===== config.mk =====
export PLATFORM = sky130hd
export DESIGN_NAME = uart_rx_frame
export DESIGN_NICKNAME = d
export VERILOG_FILES = /design/src/rtl/uart_pkg.sv /design/src/rtl/uart_rx_fifo.sv /design/src/rtl/uart_rx_frame.sv
export SDC_FILE = /design/constraint.sdc
export NUM_CORES = 1
export LEC_CHECK = 0
export ABC_CLOCK_PERIOD_IN_PS = 2100
export CORE_ASPECT_RATIO = 0.7
export CORE_MARGIN = 5
export CORE_UTILIZATION = 40
export DETAILED_ROUTE_END_ITERATION = 8
export GPL_TIMING_DRIVEN = 0
export SYNTH_ARGS = -nofsm -noshare
export SYNTH_HDL_FRONTEND = slang
export SYNTH_SLANG_ARGS = --single-unit

===== constraint.sdc =====
create_clock -name i_clk -period 2.1 [get_ports i_clk]
set_input_delay 0.63 -clock i_clk [delete_from_list [all_inputs] [get_ports i_clk]]
set_output_delay 0.63 -clock i_clk [all_outputs]
set_load 0.01 [all_outputs]

===== src/rtl/uart_pkg.sv =====
// Shared types for the parametrised UART receiver: parity modes, receiver
// FSM states and the FIFO entry layout.
package uart_pkg;

    typedef enum logic [1:0] {
        PARITY_NONE,
        PARITY_EVEN,
        PARITY_ODD
    } parity_mode_e;

    typedef enum logic [2:0] {
        IDLE,
        START,
        DATA,
        PARITY,
        STOP,
        BRK_WAIT
    } rx_state_e;

    localparam int ENTRY_DATA_W = 9;

    // Data is always 9 bits wide; narrower frames leave the MSBs at 0.
    typedef struct packed {
        logic                    frame_err;
        logic                    parity_err;
        logic [ENTRY_DATA_W-1:0] data;
    } rx_entry_t;

    function automatic logic majority3(input logic a, input logic b, input logic c);
        return (a & b) | (a & c) | (b & c);
    endfunction

endpackage


===== src/rtl/uart_rx_fifo.sv =====
// Small first-word-fall-through FIFO. The head entry is visible on rd_data
// whenever valid is high; pop advances to the next entry on the following cycle.
module uart_rx_fifo #(
    parameter int WIDTH = 11,
    parameter int DEPTH = 4
) (
    input  logic             clk,
    input  logic             rst,
    input  logic             push,
    input  logic [WIDTH-1:0] wr_data,
    input  logic             pop,
    output logic [WIDTH-1:0] rd_data,
    output logic             valid,
    output logic             full
);
    localparam int AW = $clog2(DEPTH);

    logic [WIDTH-1:0] mem [DEPTH];
    logic [AW:0]      wr_ptr_reg;
    logic [AW:0]      rd_ptr_reg;
    logic             empty;
    logic             do_push;
    logic             do_pop;

    // Extra pointer MSB distinguishes full from empty when the indices match.
    assign empty   = (wr_ptr_reg == rd_ptr_reg);
    assign full    = (wr_ptr_reg[AW] != rd_ptr_reg[AW]) &&
                     (wr_ptr_reg[AW-1:0] == rd_ptr_reg[AW-1:0]);
    assign do_push = push & ~full;
    assign do_pop  = pop & ~empty;
    assign valid   = ~empty;
    assign rd_data = mem[rd_ptr_reg[AW-1:0]];

    always_ff @(posedge clk) begin
        if (do_push) begin
            mem[wr_ptr_reg[AW-1:0]] <= wr_data;
        end
    end

    always_ff @(posedge clk or posedge rst) begin
        if (rst) begin
            wr_ptr_reg <= '0;
            rd_ptr_reg <= '0;
        end else begin
            if (do_push) wr_ptr_reg <= wr_ptr_reg + 1'b1;
            if (do_pop)  rd_ptr_reg <= rd_ptr_reg + 1'b1;
        end
    end

endmodule


===== src/rtl/uart_rx_frame.sv =====
// Parametrised UART receiver: majority-voted sampling, parity/framing flags,
// break detection and a receive FIFO behind a valid/ready interface.
module uart_rx_frame
    import uart_pkg::*;
#(
    parameter int           CLOCK_FREQUENCY = 1_000_000,
    parameter int           BAUD_RATE       = 12_000,
    parameter int           DATA_BITS       = 8,
    parameter parity_mode_e PARITY_MODE     = PARITY_NONE,
    parameter int           STOP_BITS       = 1,
    parameter int           FIFO_DEPTH      = 4
) (
    input  logic                 i_clk,
    input  logic                 i_rst,
    input  logic                 i_uart_rx,
    output logic [DATA_BITS-1:0] o_rx_data,
    output logic                 o_parity_err,
    output logic                 o_frame_err,
    output logic                 o_rx_valid,
    input  logic                 i_rx_ready,
    output logic                 o_overrun,
    output logic                 o_break
);
    localparam int CLOCKS_PER_BAUD = CLOCK_FREQUENCY / BAUD_RATE;
    localparam int DIV_W           = $clog2(CLOCKS_PER_BAUD);
    localparam int MAX_CNT         = (DATA_BITS > STOP_BITS) ? DATA_BITS : STOP_BITS;
    localparam int CNT_W           = $clog2(MAX_CNT);
    localparam logic [DIV_W-1:0] HALF_LOAD = DIV_W'(CLOCKS_PER_BAUD / 2 - 1);
    localparam logic [DIV_W-1:0] FULL_LOAD = DIV_W'(CLOCKS_PER_BAUD - 1);

    if (CLOCKS_PER_BAUD < 8) begin : g_chk_baud
        $error("uart_rx_frame: CLOCKS_PER_BAUD must be at least 8");
    end
    if (DATA_BITS < 5 || DATA_BITS > 9) begin : g_chk_data
        $error("uart_rx_frame: DATA_BITS must be 5..9");
    end
    if (STOP_BITS < 1 || STOP_BITS > 2) begin : g_chk_stop
        $error("uart_rx_frame: STOP_BITS must be 1 or 2");
    end
    if (FIFO_DEPTH < 2 || (FIFO_DEPTH & (FIFO_DEPTH - 1)) != 0) begin : g_chk_fifo
        $error("uart_rx_frame: FIFO_DEPTH must be a power of two >= 2");
    end

    // Synchroniser plus two history taps; the taps double as edge-detect memory.
    logic sync1_reg, sync2_reg, hist1_reg, hist2_reg;
    logic fall, bit_val, strobe;

    rx_state_e              state_reg, state_next;
    logic [DIV_W-1:0]       div_reg, div_next;
    logic [CNT_W-1:0]       cnt_reg, cnt_next;
    logic [DATA_BITS-1:0]   shift_reg, shift_next;
    logic                   perr_reg, perr_next;
    logic                   ferr_reg, ferr_next;
    logic                   any_one_reg, any_one_next;
    logic                   overrun_reg, overrun_next;
    logic                   break_reg, break_next;
    logic                   push;
    logic                   fifo_full;
    logic                   fifo_valid;
    rx_entry_t              wr_entry;
    rx_entry_t              head;
    logic                   unused_head_bits;

    assign fall    = hist1_reg & ~sync2_reg;
    assign bit_val = majority3(sync2_reg, hist1_reg, hist2_reg);
    assign strobe  = (div_reg == '0);

    always_ff @(posedge i_clk or posedge i_rst) begin
        if (i_rst) begin
            sync1_reg <= 1'b1;
            sync2_reg <= 1'b1;
            hist1_reg <= 1'b1;
            hist2_reg <= 1'b1;
        end else begin
            sync1_reg <= i_uart_rx;
            sync2_reg <= sync1_reg;
            hist1_reg <= sync2_reg;
            hist2_reg <= hist1_reg;
        end
    end

    always_ff @(posedge i_clk or posedge i_rst) begin
        if (i_rst) begin
            state_reg   <= IDLE;
            div_reg     <= '0;
            cnt_reg     <= '0;
            shift_reg   <= '0;
            perr_reg    <= 1'b0;
            ferr_reg    <= 1'b0;
            any_one_reg <= 1'b0;
            overrun_reg <= 1'b0;
            break_reg   <= 1'b0;
        end else begin
            state_reg   <= state_next;
            div_reg     <= div_next;
            cnt_reg     <= cnt_next;
            shift_reg   <= shift_next;
            perr_reg    <= perr_next;
            ferr_reg    <= ferr_next;
            any_one_reg <= any_one_next;
            overrun_reg <= overrun_next;
            break_reg   <= break_next;
        end
    end

    always_comb begin
        state_next   = state_reg;
        div_next     = div_reg;
        cnt_next     = cnt_reg;
        shift_next   = shift_reg;
        perr_next    = perr_reg;
        ferr_next    = ferr_reg;
        any_one_next = any_one_reg;
        overrun_next = 1'b0;
        break_next   = 1'b0;
        push         = 1'b0;

        if (state_reg != IDLE && state_reg != BRK_WAIT) begin
            div_next = strobe ? FULL_LOAD : div_reg - 1'b1;
        end

        case (state_reg)
            IDLE: begin
                if (fall) begin
                    state_next   = START;
                    div_next     = HALF_LOAD;
                    cnt_next     = '0;
                    perr_next    = 1'b0;
                    ferr_next    = 1'b0;
                    any_one_next = 1'b0;
                end
            end
            START: begin
                if (strobe) begin
                    if (bit_val) state_next = IDLE;
                    else         state_next = DATA;
                end
            end
            DATA: begin
                if (strobe) begin
                    shift_next   = {bit_val, shift_reg[DATA_BITS-1:1]};
                    any_one_next = any_one_reg | bit_val;
                    if (cnt_reg == CNT_W'(DATA_BITS - 1)) begin
                        cnt_next = '0;
                        if (PARITY_MODE != PARITY_NONE) state_next = PARITY;
                        else                            state_next = STOP;
                    end else begin
                        cnt_next = cnt_reg + 1'b1;
                    end
                end
            end
            PARITY: begin
                if (strobe) begin
                    perr_next    = ((^shift_reg) ^ bit_val) != (PARITY_MODE == PARITY_ODD);
                    any_one_next = any_one_reg | bit_val;
                    state_next   = STOP;
                end
            end
            STOP: begin
                if (strobe) begin
                    ferr_next = ferr_reg | ~bit_val;
                    if (cnt_reg == CNT_W'(STOP_BITS - 1)) begin
                        cnt_next = '0;
                        // An all-zero frame including its stop bits is a break, not data.
                        if (!any_one_reg && !bit_val) begin
                            break_next = 1'b1;
                            state_next = BRK_WAIT;
                        end else begin
                            if (fifo_full) overrun_next = 1'b1;
                            else           push         = 1'b1;
                            state_next = IDLE;
                        end
                    end else begin
                        cnt_next = cnt_reg + 1'b1;
                    end
                end
            end
            BRK_WAIT: begin
                if (sync2_reg) state_next = IDLE;
            end
            default: state_next = IDLE;
        endcase
    end

    assign wr_entry.frame_err  = ferr_reg | ~bit_val;
    assign wr_entry.parity_err = perr_reg;
    assign wr_entry.data       = ENTRY_DATA_W'(shift_reg);

    uart_rx_fifo #(
        .WIDTH ($bits(rx_entry_t)),
        .DEPTH (FIFO_DEPTH)
    ) u_fifo (
        .clk     (i_clk),
        .rst     (i_rst),
        .push    (push),
        .wr_data (wr_entry),
        .pop     (i_rx_ready),
        .rd_data (head),
        .valid   (fifo_valid),
        .full    (fifo_full)
    );

    // Gate the head so an empty FIFO (including right after reset) shows zeros.
    assign o_rx_valid       = fifo_valid;
    assign o_rx_data        = fifo_valid ? head.data[DATA_BITS-1:0] : '0;
    assign o_parity_err     = fifo_valid & head.parity_err;
    assign o_frame_err      = fifo_valid & head.frame_err;
    assign o_overrun        = overrun_reg;
    assign o_break          = break_reg;
    assign unused_head_bits = ^head.data;

endmodule


==> impl_metrics.py <==
metrics = {
    "outcome": {
        "status": "complete, but fails checks",
        "violations": "negative setup slack",
    },
    "worst_setup_path": {
        "critPathBufInv": 3,
        "cp_top_family": "multiplexers",
        "worstPathCellList": "buf_4 > buf_6 > mux4_2 > and2_4 > buf_6",
        "start_kind": "register",
        "worstReg2RegStart": "div_reg[0]",
        "cp_common_cell": "buf_6",
        "slowest_delay_ns": 0.49,
        "required_ns": 1.47,
        "reg2regPathDepth": 8,
        "end_kind": "output pin",
        "critPathMaxFanout": 4,
        "crit_arrival_ns": 1.72,
        "critPathKind": "register to output pin",
        "slowest_stage": "mux4_2",
        "startpoint": "u_fifo.rd_ptr_reg[0]",
        "crit_cells": 5,
    },
    "clock_network": {
        "cts_tree": "built",
        "cts.clk_slew.worst_paths_ns": 0.06,
        "clk_path_buf_depth": 2,
        "cts_sinks": 76,
        "cts_buffers": 9,
        "clk_latency_ns": 0.34,
        "cts_max_level": 3,
        "root_buffer": "clkbuf_16",
        "cts_hold_buffers": 0,
    },
    "logic_synthesis": {
        "ys_types": 51,
        "synth_async_sr_flop_share": 0.474,
        "synth_fp_nets": 258,
        "synth-adder-area-share": 0.0387,
        "synth-warning-count": 0,
        "synth-xor-area-share": 0.0423,
        "avgSynthCellArea_sq_um": 14.3,
        "ys_seq_area_frac": 0.604,
        "synth_mux_area_frac": 0.101,
        "netlist_instances": 244,
        "synth-main-ff-cell": "edfxtp_1",
        "synth_compound_area_frac": 0.0595,
        "ys_ff_latch": 76,
        "synth_top_family_by_area": "simple AND/OR/NAND/NOR gates",
        "synthSimpleGateAreaFrac": 0.134,
        "netlist_area_sq_um": 3490,
        "synth_edf_count": 40,
    },
    "grt": {
        "grt_usage": 0.133,
        "antenna_found_initial": 0,
        "grt_pass1_vias": 2034,
        "grt.overflow.total": 0,
        "grt_first_pass_wirelength_um": 10500,
        "grt_max_degree": 37,
    },
    "placed_design": {
        "finalWeightedCongestion": 0.782,
        "portBuffers": 16,
        "place_inst": 380,
        "placement.cell_area_sq_um": 3800,
        "hpwl_um": 4160,
    },
    "sta": {
        "fin_crit_sh": 1.12,
        "worst_pin_slew_ns": 0.790,
        "hold_viol_final": 0,
        "setup-tns-final_ns": -2.24,
        "fin_crit_ns": 2.35,
        "holdWs_ns": 0.355,
        "final_max_slew_viol_count": 0,
        "maxSlewHeadroom": 0.469,
        "setup_viol": 11,
        "grt_setup_unrepaired": "true",
        "clock_skew_ns": 0.00607,
        "setup_ws_ns": -0.246,
        "max_freq_mhz": 426,
    },
    "route": {
        "vias": 2041,
        "first_iter_violations": 147,
        "firstDrtPassIters": 4,
        "ant_nets": 0,
        "vias_per_cell": 4.99,
        "drc": 0,
        "drt_wl_total_um": 6450,
        "detail_route.wl_per_cell_um": 15.8,
    },
    "die": {
        "io_pins": 17,
        "die_h_um": 88.1,
        "core_sq_um": 8480,
        "dieArea_sq_um": 10700,
        "start_util": 0.411,
        "dieWidth_um": 122,
        "num_rows": 28,
    },
    "finish": {
        "fin_area_sq_um": 4240,
        "antenna_cells": 0,
        "drive_above_1_share": 0.349,
        "largest_reg_flops": 40,
        "syn_to_final_growth_pct": 21.4,
        "fin_nets": 299,
        "instances_no_fill": 409,
    },
    "hold_path": {
        "min_path_cells": 0,
        "hp-class": "register to register",
        "hold_start": "sync1_reg",
    },
    "pwr": {
        "ir_drop_v": 0.000516,
        "powerDensity_nw_per_um2": 1240,
        "p_leak_nw": 1.62,
    },
    "run": {
        "cap_violations": 0,
    },
}
[placed cells by master (no fill, tap or decap), drive strengths merged, types with 9 or more instances in the layout]
master,netlist,layout
edfxtp,40,40
dfrtp,32,32
buf,5,30
and2,15,16
nor2,15,15
xnor2,11,11
mux2,11,11
clkbuf,3,11
nand2,11,11
mux4,10,10
ha,10,10
inv,8,9
[repair_timing]
item,CTS,global route
pin swaps,11,3
gates cloned,1,1
setup buffers,10,4
endpoints found under the setup margin,51,62
gates resized for setup,74,10
[power breakdown]
group / leakage, nW / switching, W / internal (W) / total, W
Clock: 0.125 / 0.000587 / 0.000791 / 0.00138
Combinational: 0.692 / 0.000893 / 0.00109 / 0.00198
Sequential: 0.798 / 0.000189 / 0.00171 / 0.00190
[final cells by class]
cell class / count / area [sq um]
Sequential cell: 76 / 2110
Clock inverter: 6 / 41.3
Tap cell: 120 / 150
Timing Repair Buffer: 30 / 273
Fill cell: 745 / 4240
Clock buffer: 9 / 225
Inverter: 8 / 30.0
Multi-Input combinational cell: 153 / 1360
Buffer: 7 / 51.3
[cells in the mapped netlist, drive strengths merged (2+ instances only)]
library cell	n	area share
nor4b	2	0.0050
clkbuf	3	0.0032
dfrtp	32	0.23
a211oi	2	0.0043
nor3	6	0.012
nor2	15	0.018
nand2b	6	0.011
a31oi	4	0.0072
mux4	10	0.065
xnor2	11	0.028
edfxtp	40	0.34
mux2	11	0.037
a21oi	8	0.013
and2	15	0.029
nor3b	3	0.0097
xor2	5	0.015
ha	10	0.036
nand2	11	0.015
buf	5	0.0086
inv	8	0.0086
a311oi	2	0.0050
nand3	6	0.0086
dfstp	4	0.030
o21ai	8	0.011
or2	3	0.0054
a211o	3	0.0079
nor4	2	0.0097
nand4b	2	0.0050
[layer usage]
layer	GRT usage	vias to the layer above	wire length [um]
met2	0.191	32	2890
met4	0.0488	0	108
met1	0.180	1021	3200
met3	0.0568	9	247
li1	-	979	-
met5	0	-	0
[stage by stage]
step,worst slack (ns),total power (W),utilization
finish,-0.246,0.00526,0.500
floorplan,0.0662,0.00306,-
detailed placement,-0.581,0.00360,0.448
global placement,-0.544,0.00357,0.448
CTS,-0.295,0.00530,0.497
global route,-0.326,0.00558,0.500
[worst paths after layout]
path | end | slack, ns
max reg2reg | u_fifo.mem[0][4] | 0.11
min | sync2_reg | 0.36
min reg2reg | sync2_reg | 0.36
min in group asynchronous | cnt_reg[2] | 0.77
max in group asynchronous | u_fifo.rd_ptr_reg[0] | 0.79
max | o_frame_err | -0.25
[cell families after synthesis]
kind of cell / count (synthesis)
AO/OA/AOI/OAI: 30
XOR/XNOR: 16
adder cells (fa/ha/maj): 11
buffers and inverters: 16
flip-flops: 76
multiplexers: 21
AND/OR/NAND/NOR: 74
(Power assumes the default switching activity.)
